**config.mk**
```make
export PLATFORM = sky130hd
export DESIGN_NAME = xgmii_tx_encoder_flat
export DESIGN_NICKNAME = d
export VERILOG_FILES = /design/src/rtl/xgmii_pkg.sv /design/src/rtl/xgmii_tx_encoder_if.sv /design/src/rtl/xgmii_term_word.sv /design/src/rtl/xgmii_tx_encoder.sv /design/src/flat_wrapper.sv
export SDC_FILE = /design/constraint.sdc
export NUM_CORES = 1
export LEC_CHECK = 0
export BUFFER_PORTS_ARGS = -buffer_cell sky130_fd_sc_hd__buf_2
export CAP_MARGIN = 20
export CORE_MARGIN = 1
export CORE_UTILIZATION = 51
export CTS_CLUSTER_DIAMETER = 50
export DETAILED_ROUTE_END_ITERATION = 12
export PLACE_DENSITY = 0.81
export SYNTH_ARGS = -nofsm -noshare
export SYNTH_HDL_FRONTEND = slang
export SYNTH_SLANG_ARGS = --single-unit
```
**constraint.sdc**
```tcl
create_clock -name clk -period 2.7 [get_ports clk]
set_clock_uncertainty 0.15 [all_clocks]
set_input_delay 0.54 -clock clk [delete_from_list [all_inputs] [get_ports clk]]
set_output_delay 0.54 -clock clk [all_outputs]
set_load 0.05 [all_outputs]
```
**src/rtl/xgmii_pkg.sv**
```systemverilog
// Shared definitions for the XGMII transmit encoder.
// Holds the XGMII control characters, the fixed preamble/SFD word, the
// encoder state type, and the helper that sizes the inter-packet gap.
package xgmii_pkg;

  localparam logic [7:0]  XGMII_IDLE   = 8'h07;
  localparam logic [7:0]  XGMII_START  = 8'hFB;
  localparam logic [7:0]  XGMII_TERM   = 8'hFD;
  localparam logic [7:0]  XGMII_ERROR  = 8'hFE;
  localparam logic [63:0] PREAMBLE_SFD = 64'hD555555555555555;

  localparam logic [63:0] IDLE_WORD  = {8{XGMII_IDLE}};
  localparam logic [63:0] ERROR_WORD = {8{XGMII_ERROR}};

  typedef enum logic [1:0] {
    IDLE,
    DATA,
    TERM,
    IPG
  } state_t;

  // Whole idle words still owed after the terminate word has already
  // supplied 'idles' idle characters. Saturates at zero in 8-bit math.
  function automatic logic [7:0] ipg_word_count(input logic [7:0] min_ipg,
                                                input logic [7:0] idles);
    logic [7:0] deficit;
    deficit = (min_ipg > idles) ? (min_ipg - idles) : 8'd0;
    return (deficit + 8'd7) >> 3;
  endfunction

endpackage

```
**src/rtl/xgmii_tx_encoder_if.sv**
```systemverilog
// Frame-word stream from the MAC frame generator into the XGMII encoder.
//   i_data       : 64-bit frame word, byte 0 in [7:0]
//   i_valid      : i_data is valid
//   i_last       : word carries the final frame byte
//   i_last_bytes : valid bytes in the last word (0 means 8)
//   o_ready      : encoder accepts a word this cycle
interface xgmii_tx_encoder_if;

  logic [63:0] i_data;
  logic        i_valid;
  logic        i_last;
  logic [2:0]  i_last_bytes;
  logic        o_ready;

  modport master (
    output i_data,
    output i_valid,
    output i_last,
    output i_last_bytes,
    input  o_ready
  );

  modport slave (
    input  i_data,
    input  i_valid,
    input  i_last,
    input  i_last_bytes,
    output o_ready
  );

endinterface

```
**src/rtl/xgmii_term_word.sv**
```systemverilog
// Builds the XGMII word that closes a frame.
//   data : last frame word, byte 0 in [7:0]
//   n    : number of data bytes in the word (0..8)
//   txd  : lanes 0..n-1 data, lane n /T/, lanes above /I/
//   txc  : bit k set for every control lane
// n = 8 yields a plain data word (the /T/ then goes in the next word);
// n = 0 yields the stand-alone terminate word FD 07 07 07 07 07 07 07.
module xgmii_term_word
  import xgmii_pkg::*;
(
  input  logic [63:0] data,
  input  logic [3:0]  n,
  output logic [63:0] txd,
  output logic [7:0]  txc
);

  always_comb begin
    txd = IDLE_WORD;
    txc = 8'hFF;
    for (int k = 0; k < 8; k++) begin
      if (4'(k) < n) begin
        txd[8*k +: 8] = data[8*k +: 8];
        txc[k]        = 1'b0;
      end else if (4'(k) == n) begin
        txd[8*k +: 8] = XGMII_TERM;
      end
    end
  end

endmodule

```
**src/rtl/xgmii_tx_encoder.sv**
```systemverilog
// XGMII transmit encoder: turns the MAC generator's frame words into a
// 64-bit TXD/TXC stream with /S/, /T/, idle fill and a minimum IPG.
//   clk, i_rst_n    : clock, asynchronous active-low reset
//   s_if            : frame-word handshake (slave side)
//   o_txd, o_txc    : registered XGMII data/control, lane 0 in [7:0]
//   o_err           : one-cycle pulse on underrun or runt frame
//   o_frame_count   : frames closed with /T/, wrapping
//   o_err_count     : error events, wrapping
module xgmii_tx_encoder
  import xgmii_pkg::*;
#(
  parameter int P_MIN_IPG   = 12,
  parameter int P_CNT_WIDTH = 16
) (
  input  logic                   clk,
  input  logic                   i_rst_n,
  xgmii_tx_encoder_if.slave      s_if,
  output logic [63:0]            o_txd,
  output logic [7:0]             o_txc,
  output logic                   o_err,
  output logic [P_CNT_WIDTH-1:0] o_frame_count,
  output logic [P_CNT_WIDTH-1:0] o_err_count
);

  localparam logic [7:0]             MIN_IPG = 8'(P_MIN_IPG);
  localparam logic [P_CNT_WIDTH-1:0] CNT_ONE = {{(P_CNT_WIDTH-1){1'b0}}, 1'b1};

  state_t      state, state_nxt;
  logic [7:0]  ipg_cnt, ipg_cnt_nxt;
  logic [63:0] txd_nxt;
  logic [7:0]  txc_nxt;
  logic        err_nxt;
  logic        frame_done;
  logic        xfer;
  logic [3:0]  n_last;
  logic [3:0]  term_n;
  logic [63:0] term_txd;
  logic [7:0]  term_txc;

  assign s_if.o_ready = i_rst_n && ((state == IDLE) || (state == DATA));
  assign xfer         = s_if.i_valid && s_if.o_ready;
  assign n_last       = (s_if.i_last_bytes == 3'd0) ? 4'd8 : {1'b0, s_if.i_last_bytes};

  // In TERM no data bytes remain, so the same builder with n = 0 gives FD 07..
  assign term_n = (state == TERM) ? 4'd0 : n_last;

  xgmii_term_word u_term (
    .data (s_if.i_data),
    .n    (term_n),
    .txd  (term_txd),
    .txc  (term_txc)
  );

  always_comb begin
    state_nxt   = state;
    ipg_cnt_nxt = ipg_cnt;
    txd_nxt     = IDLE_WORD;
    txc_nxt     = 8'hFF;
    err_nxt     = 1'b0;
    frame_done  = 1'b0;
    case (state)
      IDLE: begin
        if (xfer) begin
          if (s_if.i_last) begin
            txd_nxt = ERROR_WORD;
            err_nxt = 1'b1;
          end else begin
            txd_nxt   = {s_if.i_data[63:8], XGMII_START};
            txc_nxt   = 8'h01;
            state_nxt = DATA;
          end
        end
      end
      DATA: begin
        if (!xfer) begin
          // Underrun: flag it in-band and keep the frame open
          txd_nxt = ERROR_WORD;
          err_nxt = 1'b1;
        end else if (!s_if.i_last || (n_last == 4'd8)) begin
          txd_nxt = s_if.i_data;
          txc_nxt = 8'h00;
          if (s_if.i_last) begin
            state_nxt = TERM;
          end
        end else begin
          txd_nxt     = term_txd;
          txc_nxt     = term_txc;
          frame_done  = 1'b1;
          ipg_cnt_nxt = ipg_word_count(MIN_IPG, 8'd7 - {4'd0, n_last});
          state_nxt   = (ipg_cnt_nxt == 8'd0) ? IDLE : IPG;
        end
      end
      TERM: begin
        txd_nxt     = term_txd;
        txc_nxt     = term_txc;
        frame_done  = 1'b1;
        ipg_cnt_nxt = ipg_word_count(MIN_IPG, 8'd7);
        state_nxt   = (ipg_cnt_nxt == 8'd0) ? IDLE : IPG;
      end
      IPG: begin
        ipg_cnt_nxt = ipg_cnt - 8'd1;
        if (ipg_cnt <= 8'd1) begin
          state_nxt = IDLE;
        end
      end
      default: state_nxt = IDLE;
    endcase
  end

  always_ff @(posedge clk or negedge i_rst_n) begin
    if (!i_rst_n) begin
      state         <= IDLE;
      ipg_cnt       <= 8'd0;
      o_txd         <= IDLE_WORD;
      o_txc         <= 8'hFF;
      o_err         <= 1'b0;
      o_frame_count <= '0;
      o_err_count   <= '0;
    end else begin
      state   <= state_nxt;
      ipg_cnt <= ipg_cnt_nxt;
      o_txd   <= txd_nxt;
      o_txc   <= txc_nxt;
      o_err   <= err_nxt;
      if (frame_done) begin
        o_frame_count <= o_frame_count + CNT_ONE;
      end
      if (err_nxt) begin
        o_err_count <= o_err_count + CNT_ONE;
      end
    end
  end

endmodule
```
**src/flat_wrapper.sv**
```systemverilog
// flat-port wrapper written by rule: the top's interface ports become plain ports
module xgmii_tx_encoder_flat import xgmii_pkg::*;
#(
  parameter int P_MIN_IPG   = 12,
  parameter int P_CNT_WIDTH = 16
)
  (clk, i_rst_n, o_txd, o_txc, o_err, o_frame_count, o_err_count, s_if_i_data, s_if_i_valid, s_if_i_last, s_if_i_last_bytes, s_if_o_ready);
  xgmii_tx_encoder_if s_if_i ();
  input  logic clk;
  input  logic i_rst_n;
  output logic [63:0] o_txd;
  output logic [7:0] o_txc;
  output logic o_err;
  output logic [P_CNT_WIDTH-1:0] o_frame_count;
  output logic [P_CNT_WIDTH-1:0] o_err_count;
  input wire logic [$bits(s_if_i.i_data)-1:0] s_if_i_data;
  input wire logic [$bits(s_if_i.i_valid)-1:0] s_if_i_valid;
  input wire logic [$bits(s_if_i.i_last)-1:0] s_if_i_last;
  input wire logic [$bits(s_if_i.i_last_bytes)-1:0] s_if_i_last_bytes;
  output wire logic [$bits(s_if_i.o_ready)-1:0] s_if_o_ready;
  assign s_if_i.i_data = s_if_i_data;
  assign s_if_i.i_valid = s_if_i_valid;
  assign s_if_i.i_last = s_if_i_last;
  assign s_if_i.i_last_bytes = s_if_i_last_bytes;
  assign s_if_o_ready = s_if_i.o_ready;
  xgmii_tx_encoder #(.P_MIN_IPG(P_MIN_IPG), .P_CNT_WIDTH(P_CNT_WIDTH)) u_core (.clk(clk), .i_rst_n(i_rst_n), .s_if(s_if_i), .o_txd(o_txd), .o_txc(o_txc), .o_err(o_err), .o_frame_count(o_frame_count), .o_err_count(o_err_count));
endmodule
```
; ---- Yosys cells after proc, flatten, opt, wreduce, memory -nomap -nowiden
; Index checks and enable logic that the tools add are counted.
[totals]
in_bits = 71
ff_bits = 115
wordCells = 107
out_inout_bits = 106
[classes]
n_addsub = 6
eq_ne = 17
reduce_logical = 12
magnitude_cmp = 10
mux = 55
[op_table]
columns = operator, n
row1 = $mux 64, 4
row2 = $pmux 64 s3, 1
row3 = $mux 8, 23
row4 = $pmux 8 s3, 2
row5 = $add 16x1->16 const B, 2
row6 = $eq 3x4->1 const A, 4
row7 = $lt 3x4->1 const A, 4
row8 = $mux 2, 7
row9 = $mux 1, 13
row10 = $add 8x3->8 const B, 1
row11 = $eq 2x4->1 const A, 2
row12 = $gt 4x8->1 const A, 1
row13 = $le 8x1->1 const B, 1
row14 = $logic_not 8->1, 1
row15 = $lt 1x4->1 const A, 2
row16 = $lt 2x4->1 const A, 2
row17 = $mux 4, 2
row18 = $pmux 2 s4, 1
row19 = $sub 4x8->8 const A, 1
row20 = $sub 8x1->8 const B, 1
row21 = $ne 2x1->1 const B, 3
row22 = $reduce_and 5->1, 1
row23 = $sub 3x4->5 const A, 1
row24 = $eq 1x4->1 const A, 1
row25 = 14 further kinds, 19

; ---- Logic depth before layout (Yosys ltp)
; Gate-level depths: netlist of run 1.
[depth]
depth_word = 11
ltp_mapped = 9
ltp_nobuf = 7

; ---- By module
; A second synthesis of run 1 with hierarchy kept.
[unflattened]
hier_cells = 619
area_unflattened_um2 = 6098.3
[by_module_without_submodules]
columns = mod, seq_area_each_um2, cells_each, n_inst, area_per_inst_um2
row1 = xgmii_tx_encoder, 2917.8, 496, 1, 5350.1
row2 = xgmii_term_word, 0.0, 123, 1, 748.2

; ---- Worst setup path before layout of run 1
; Ideal clock, no wire load.
[synth_timing]
path_type = register to output
startpoint = register with a tool-made name
endpoint = output port s_if_o_ready
t_required_ns = 2.010
stages_incl_launch_ff = 7
setup_slack_ns = 0.059
arrival_time_ns = 1.951
n_path_buf = 2
cell_sequence = dfrtp_1 -> inv_1 -> ha_1 -> buf_2 -> buf_1 -> nor2_1 -> nor2b_1
[synth_lines]
columns = element, line
row1 = to (decl), flat_wrapper.sv:20  ; output wire logic [$bits(s_if_i.o_ready)-1:0] s_if_o_ready;

==> flow_summary.ini, run 1 <==
[logic_synthesis]
synth_warnings = 0
syn_avg_cell_area_um2 = 10.10
synth_flop_cell = dfrtp_1
netlist.area_leader.share = 0.3807
synth_cell_type_count = 66
syn_inst = 540
synth_edf_count = 0
async_reset_ff_frac = 1.000
synthesis.nets = 621
synth_seq_area_share = 0.5349
yosys_register_bits = 115
synth.most_common_cell = dfrtp_1
ys_top_cells_by_count = dfrtp_1, o21ai_0, nand2_1, nor2_1, dfstp_2
synth_area_leaders = dfrtp_1, dfstp_2, o21ai_0
syn_area_um2 = 5455
synth_top_area_cell = dfrtp_1

[floorplan]
ioPinCount = 177
initial_core_util = 0.5261
num_rows = 37
die_x_um = 105.4
core_area_um2 = 10370
dieArea_um2 = 11110
die_h_um = 105.4

[sta]
hold_viol = 0
tns_ns = 0
fmax_ghz = 0.3801
setup_viol = 0
drv_slew = 0
finalCritPeriodShare = 0.9745
fin_crit_ns = 2.631
worstMarginPinSlew_ns = 0.8177
rsz0062_at_grt = no
slew_headroom = 0.4548
worst_slack_ns = 0.06884

[critical_path]
r2r_cells = 8
rr_endpoint = u_core.o_txd[60]
r2r_start = u_core.state[0]
cp_max_fo = 30
criticalPathCategory = reg -> out
cp-start-kind = flop
rrSetupSlack_ns = 0.23
arrival_ns = 1.94
end_kind = output port
critical_path_required_ns = 2.01

[clock_network]
clock-root-buffer = clkbuf_8
cts_tree = done
post_cts_buffers = 0
clock_latency_ns = 0.51
cts-buffers-inserted = 17
cts.sinks = 115
cts.path.max_buffers = 2
cts_max_level = 4
clk_pin_slew_ns = 0.06

[global_route]
antenna_found_initial = 0
track_usage = 0.2877
grt_max_degree = 69
grt_overflow = 0
grt_pass1_wl_um = 24500
grt_pass1_vias = 4864

[power_and_ir_drop]
p_per_area_nw_per_um2 = 1446
p_sw_frac = 0.4762
total_power_mw = 10.37
comb_power_share = 0.507
power.leakage_nw = 3.543
internal_power_mw = 5.431
power_frac_clock = 0.218
ir_drop_v = 0.0008257
power_switching_mw = 4.937
seqPwrFrac = 0.276

[drt]
finalWirelength_um = 15240
ant_nets = 0
num_vias = 5018
drc = 0
firstDrtPassIters = 6
post_drt_via_cell_ratio = 5.735
avgRoutedWirePerCell_um = 17.42
drtIter0Drc = 565

[finish]
layout-drive-gt1-share = 0.3789
final_area_um2 = 7168
synthToLayoutAreaGrowth_pct = 31.40
antennaDiodeCount = 0
nets = 807
fin_util = 0.6912

[hold_path]
min_path_cells = 2
hp-class = in -> reg
holdCritStartpoint = s_if_i_data[59]
hold_end = u_core.o_txd[59]

[run]
cap_violations = 0

[run_status]
status = completed

[placement]
place_area_um2 = 6525
port_buffers = 176
pre_cts_slack_ns = 0.07629
place_congestion = 0.9636
place_hpwl_um = 10890
worst max path at each step:
stage / start / slack (ns) / depth (start not counted) / endpoint
floorplan: flop / 0.06 / 6 / s_if_o_ready
global placement: s_if_i_last_bytes[1] / 0.25 / 7 / u_core.o_frame_count[1]
detailed placement: u_core.state[0] / 0.08 / 7 / u_core.o_txd[27]
CTS: u_core.state[0] / 0.002 / 6 / s_if_o_ready
global route: u_core.state[0] / 0.02 / 6 / s_if_o_ready
finish: flop / 0.07 / 6 / s_if_o_ready
area by class of cell:
type                    count  area [µm²]
clock buffers              21       429.2
clock inverters            11       161.4
fillers                   772        3202
inverters                  11       41.29
multi-input cells         382        2370
flip-flops and latches    115        2919
well taps                 136       170.2
repair buffers            199        1077
critical path, cell delays in order (launching register included):
cell and delay (ns):
dfrtp_1 0.46, inv_2 0.13, ha_2 0.22, buf_12 0.18, nor2_1 0.09, nor2b_1 0.16
buf_6 0.18
what timing repair did:
action / 4_1_cts / 5_1_grt
endpoints found under the setup margin: 1 / 2
gates resized for setup: 4 / 8
hold buffers: 1 / 0
endpoints found under the hold margin: 11 / 0
cell families (layout without fill, tap and decap cells):
family	after synthesis	in the layout	synth area share
adders and majority gates	10	10	0.02294
DFF	115	115	0.5349
buffers and inverters	43	242	0.03486
and+or+nand+nor	198	198	0.1904
muxes	3	3	0.005963
AOI/OAI and AO/OA	141	141	0.1628
xor gates and xnor gates	30	30	0.04816
registers in the layout, indices dropped and copies added (netlist names), named ones only:
signal                flops
u_core.o_txd             64
u_core.o_err_count       16
u_core.o_frame_count     16
u_core.ipg_cnt            8
u_core.o_txc              8
u_core.o_err              1
u_core.state              1
cells in the final DEF (no fill, tap or decap), types with 18 or more instances in the layout:
cell     netlist  routed
nor2_1        39      39
nand3_1       31      31
nand2_1       44      44
a21o_1        18      18
nor3_1        20      20
xnor2_1       22      22
a21oi_1       21      21
dfstp_2       32      32
buf_4          1      22
o21ai_0       52      52
dfrtp_1       83      82
buf_2         14     174
per-layer routing:
| layer | vias up | global-route usage | part of all wire |
|---|---|---|---|
| met5 | - | 0 | 0 |
| met2 | 268 | 0.4723 | 0.50 |
| met1 | 2428 | 0.3644 | 0.41 |
| met4 | 0 | 0.1308 | 0.027 |
| li1 | 2277 | - | - |
| met3 | 45 | 0.06246 | 0.070 |
power by group through the flow:
stage	logic (mW)	clock network (mW)	registers (mW)
finish	5.25	2.26	2.86
floorplan	1.89	0	4.83
global placement	5.03	0	2.84
detailed placement	5.12	0	2.86
CTS	5.18	2.29	2.84
global route	5.58	2.36	2.92
per-stage QoR:
step	hold slack, ns	cells
6_report	0.06992	875
5_1_grt	0.06377	875
4_1_cts	0.05971	875
3_5_place_dp	0.3284	842
3_3_place_gp	0.3049	842
2_1_floorplan	0.09441	540
Note: power is estimated with default switching activity, not from simulation.
==> run 2: changes to the inputs <==
Settings changed: CORE_UTILIZATION 51 to 38, PLACE_DENSITY 0.81 to 0.7.
==> run 2 against run 1 <==
Compared with the run above: global-route usage shrank 6.6 points; register-to-register slack worse by 0.02 ns; critical path depth is the same; count of clock-buffer cells in the layout up 7; sequential share of layout area decreased by 0.35 points.
==> flow_summary.ini, run 2 (synthesis gave the netlist of run 1 again) <==
[clock_network]
clk_pin_slew_ns = 0.06
post_cts_buffers = 0
cts-buffers-inserted = 17
clock_latency_ns = 0.42
cts_tree = done
cts.path.max_buffers = 2
cts.sinks = 115
clock-root-buffer = clkbuf_16
cts_max_level = 4

[floorplan]
core_area_um2 = 13930
dieArea_um2 = 14840
initial_core_util = 0.3915
die_x_um = 121.8
ioPinCount = 177
num_rows = 43
die_h_um = 121.8

[placement]
place_hpwl_um = 11870
place_congestion = 0.9057
port_buffers = 176

[power_and_ir_drop]
power.leakage_nw = 3.553
ir_drop_v = 0.0005881
p_per_area_nw_per_um2 = 1432

[critical_path]
cp-start-kind = flop
crit_path_cell_trace = inv_1, ha_2, buf_4, nor2_1, nor2b_1, buf_6
arrival_ns = 1.94
criticalPathCategory = reg -> out
slowest_stage = dfrtp_1
critical_path_required_ns = 2.01
end_kind = output port
cp_max_fo = 12
critPathMaxStageDelay_ns = 0.43

[global_route]
antenna_found_initial = 1
grt_max_degree = 65
grt_pass1_wl_um = 24520
grt_overflow = 0
grt_pass1_vias = 4682
track_usage = 0.2212

[sta]
rsz0062_at_grt = yes
finalCritPeriodShare = 0.9735
slew_headroom = 0.4876
fmax_ghz = 0.3805
setup_viol = 0
hold_ws_ns = 0.1707
hold_viol = 0
tns_ns = 0
drv_slew = 0
fin_crit_ns = 2.628
worstMarginPinSlew_ns = 0.7686

[finish]
final_common_cell = buf_2
mostFrequentLayoutCells = buf_2, dfrtp_1, o21ai_0
nets = 807
reg.largest.list = u_core.o_txd: 64 flops, u_core.o_err_count: 16 flops, u_core.o_frame_count: 16 flops
fin_util = 0.5186
largest_reg_flops = 64
layout-drive-gt1-share = 0.3762
area.sequential_um2 = 2918
n_fill_cell = 1282
top_register = u_core.o_txd
multi_input_area_um2 = 2365
synthToLayoutAreaGrowth_pct = 32.48

[drt]
num_vias = 4916
drc = 0
finalWirelength_um = 15720
ant_nets = 0
drtIter0Drc = 425
avgRoutedWirePerCell_um = 17.09
firstDrtPassIters = 5
post_drt_via_cell_ratio = 5.343

[hold_path]
hp-class = in -> reg

[run]
cap_violations = 0

[run_status]
status = completed
==> run 2: cell count changes in the layout (fill, tap and decap cells not counted), sizes merged <==
cell      previous run  this run
clkinv               6         2
bufinv               4         2
clkinvlp             1         0
diode                0         1
clkbuf              21        28
==> run 2: layout make-up <==
cell class | instances | share of cell area
flip-flops and latches | 115 | 0.4037
multi-input cells | 382 | 0.3272
repair buffers | 199 | 0.1491
clock buffers | 28 | 0.07306
well taps | 180 | 0.03116
clock inverters | 4 | 0.009695
inverters | 11 | 0.005713
diodes | 1 | 0.0003463
==> run 2: per-stage QoR <==
| step | area, µm² | total power [mW] | cells | setup slack, ns |
|---|---|---|---|---|
| global placement | 6580 | 7.925 | 886 | 0.2097 |
| detailed placement | 6580 | 8.062 | 886 | 0.1234 |
| CTS | 7194 | 10.36 | 919 | 0.02298 |
| global route | 7227 | 10.91 | 920 | -0.06543 |
| finish | 7227 | 10.35 | 920 | 0.07154 |
| floorplan | 5455 | 6.713 | 540 | 0.05860 |
==> run 2: what timing repair did <==
action	in CTS	in global routing
endpoints found under the setup margin	1	20
resized for setup	2	8
gates cloned	0	0
hold buffers	1	0
endpoints found under the hold margin	19	0
==> run 2: where the power goes <==
group          switching, mW  internal [mW]
Combinational           3.85           1.42
Sequential             0.318           2.52
Clock                  0.737           1.51
Total                   4.90           5.45
==> run 2: worst paths after layout <==
path,cells past startpoint,slack (ns),endpoint,start
max in group asynchronous,4,0.89,u_core.o_err_count[14],i_rst_n
worst max register to register,8,0.21,u_core.o_txd[63],u_core.state[0]
worst min-delay path,2,0.17,u_core.o_txd[22],s_if_i_data[22]
min in group asynchronous,3,0.51,u_core.ipg_cnt[2],i_rst_n
worst min register to register,1,0.32,u_core.o_frame_count[15],u_core.o_frame_count[15]
worst max-delay path,6,0.07,s_if_o_ready,flop
==> run 2: critical path, delay by kind of cell, from the launching register on <==
family	cells	cell delay (ns)
buf+inv	3	0.54
fa+ha+maj	1	0.25
flops	1	0.43
simple gates	2	0.29
==> run 2: layer usage <==
metal,track usage,vias up,part of all wire
met5,0,-,0
met4,0.1088,0,0.032
met3,0.05899,43,0.075
met2,0.3439,220,0.48
met1,0.2842,2382,0.42
li1,-,2271,-
==> run 3: changes to the inputs <==
Settings changed: ABC_AREA from default to 1, PLACE_DENSITY 0.7 to 0.68.
==> run 3 against run 2 <==
Compared with the run above: clock power is 5% higher; critical path depth grew 3; sequential power is 3% higher; synthesized cell count increased by 51%; design area grew 12%; die area rose by 15%; critical path type is now reg -> reg; area after synthesis up 15%; global-route usage grew 0.42 points; first-iteration DRC count is 42% higher; largest cell class is now multi-input gates.
==> flow_summary.ini, run 3 <==
[floorplan]
ioPinCount = 177
die_h_um = 130.6
core_area_um2 = 16000
initial_core_util = 0.3926
die_x_um = 130.6
dieArea_um2 = 17050
num_rows = 46

[finish]
final_common_cell = nand2_1
synthToLayoutAreaGrowth_pct = 28.61
top_register = u_core.o_txd
nets = 1081
largest_reg_flops = 64
finalNonFillerCells = 1230
layout-drive-gt1-share = 0.2784
mostFrequentLayoutCells = nand2_1, buf_2, nor2_1
reg.largest.list = u_core.o_txd: 64 flops, u_core.o_err_count: 16 flops, u_core.o_frame_count: 16 flops
n_fill_cell = 1583

[critical_path]
cp-start-kind = flop
cp_max_fo = 7
setup.worst_path.start = u_core.state[0]
slowest_stage = nor2_1
end_kind = flop
critPathMaxStageDelay_ns = 0.49
rr_endpoint = u_core.o_txd[27]
cp_top_family = simple AND/OR/NAND/NOR gates
arrival_ns = 2.65
critical_path_required_ns = 2.89
r2r_start = u_core.state[0]
crit_path_cell_trace = inv_1, ha_1, inv_1, nand2_2, nand2_1, nor2_1, nor2_1, o21ai_0, a21oi_1
r2r_cells = 9
criticalPathCategory = reg -> reg
path_depth = 9
rrSetupSlack_ns = 0.24
crit_end = u_core.o_txd[27]
crit_buf_inv = 2

[placement]
place_hpwl_um = 13390
place_congestion = 0.8432
port_buffers = 176
place_inst = 1197

[global_route]
track_usage = 0.2255
antenna_found_initial = 0
grt_max_degree = 116
grt_pass1_wl_um = 29040
grt_overflow = 0
grt_pass1_vias = 5644

[logic_synthesis]
ys_top_cells_by_count = nand2_1, nor2_1, o21ai_0, nand3_1, dfrtp_1
syn_inst = 818
synthesis.nets = 899
netlist.area_leader.share = 0.3307
async_reset_ff_frac = 1.000
syn_avg_cell_area_um2 = 7.679
synth.most_common_cell = nand2_1
synth_seq_area_share = 0.4645
synth_cell_type_count = 35
synth_edf_count = 0
syn_area_um2 = 6281
synth_flop_cell = dfrtp_1
yosys_register_bits = 115
synth_top_area_cell = dfrtp_1
synth_area_leaders = dfrtp_1, dfstp_2, nand2_1
synth_warnings = 0

[power_and_ir_drop]
total_power_mw = 11.53
p_per_area_nw_per_um2 = 1427
ir_drop_v = 0.0007519
power.leakage_nw = 4.014

[clock_network]
post_cts_buffers = 0
cts-buffers-inserted = 17
cts_max_level = 4
cts.sinks = 115
clock_latency_ns = 0.41
cts_resized = 0
clk_pin_slew_ns = 0.06
cts_tree = done
cts.path.max_buffers = 2
cts_hold_buf = 0
clock-root-buffer = clkbuf_16

[drt]
post_drt_via_cell_ratio = 4.997
firstDrtPassIters = 5
finalWirelength_um = 18500
num_vias = 6146
avgRoutedWirePerCell_um = 15.04
ant_nets = 0
drtIter0Drc = 605
drc = 0

[sta]
hold_viol = 0
finalCritPeriodShare = 0.9124
slew_headroom = 0.5812
rsz0062_at_grt = no
tns_ns = 0
fin_crit_ns = 2.463
fmax_ghz = 0.4059
worstMarginPinSlew_ns = 0.6259
setup_viol = 0
drv_slew = 0
hold_ws_ns = 0.08528

[run]
cap_violations = 0

[run_status]
status = completed

[hold_path]
hp-class = in -> async
## run 3: changes by cell type after synthesis, moves of 11 or more
cell     change
a21o_1      -18
a21oi_1     +15
inv_1       +60
nand2_1    +152
nand3_1     +54
nor2_1      +53
nor2b_1     -11
o21ai_0     +36
xnor2_1     -15
xor2_1      +16
## run 3: routing by layer
layer | routed length (µm) | GRT usage
met5 | 0 | 0
met4 | 483 | 0.09804
met3 | 1462 | 0.06107
met2 | 8284 | 0.3408
met1 | 8265 | 0.3027
## run 3: worst min path at each step
stage                                   startpoint                    endpoint  slack [ns]  cells after the start
after detailed placement  u_core.o_frame_count[14]    u_core.o_frame_count[14]        0.35                      2
after global placement    u_core.o_frame_count[13]    u_core.o_frame_count[13]        0.34                      2
after global routing                       i_rst_n     u_core.o_frame_count[4]        0.11                      2
after floorplan                            i_rst_n  asynchronous set/reset pin        0.09                      0
final                                      i_rst_n     u_core.o_frame_count[4]        0.09                      2
after CTS                                  i_rst_n     u_core.o_frame_count[4]        0.13                      2
## run 3: layout make-up
| class | count | area (µm²) | area share |
|---|---|---|---|
| multi-input cells | 596 | 2932 | 0.3629 |
| flip-flops and latches | 115 | 2918 | 0.3612 |
| repair buffers | 198 | 1061 | 0.1314 |
| clock buffers | 24 | 501.7 | 0.06211 |
| inverters | 72 | 270.3 | 0.03346 |
| well taps | 216 | 270.3 | 0.03346 |
| clock inverters | 8 | 122.6 | 0.01518 |
| diodes | 1 | 2.502 | 0.0003098 |
## run 3: metrics by stage
step	util	setup slack (ns)	cell area [µm²]
floorplan	-	0.04695	6281
global placement	0.4657	0.3621	7451
detailed placement	0.4657	0.3070	7451
CTS	0.5047	0.2927	8075
global route	0.5047	0.03667	8075
finish	0.5048	0.2365	8078
## run 3: report_power, final
group / switching, mW / internal (mW) / total [mW]
Clock: 0.790 / 1.57 / 2.36
Sequential: 0.336 / 2.60 / 2.93
Combinational: 4.74 / 1.50 / 6.24
Total: 5.86 / 5.67 / 11.5
## run 3: logic make-up after synthesis
kind of cell | Yosys count | share of synthesized area
fa+ha+maj | 10 | 0.01992
compound gates | 141 | 0.1193
flops | 115 | 0.4645
simple gates | 414 | 0.2835
xor+xnor | 31 | 0.04323
buf+inv | 107 | 0.06952
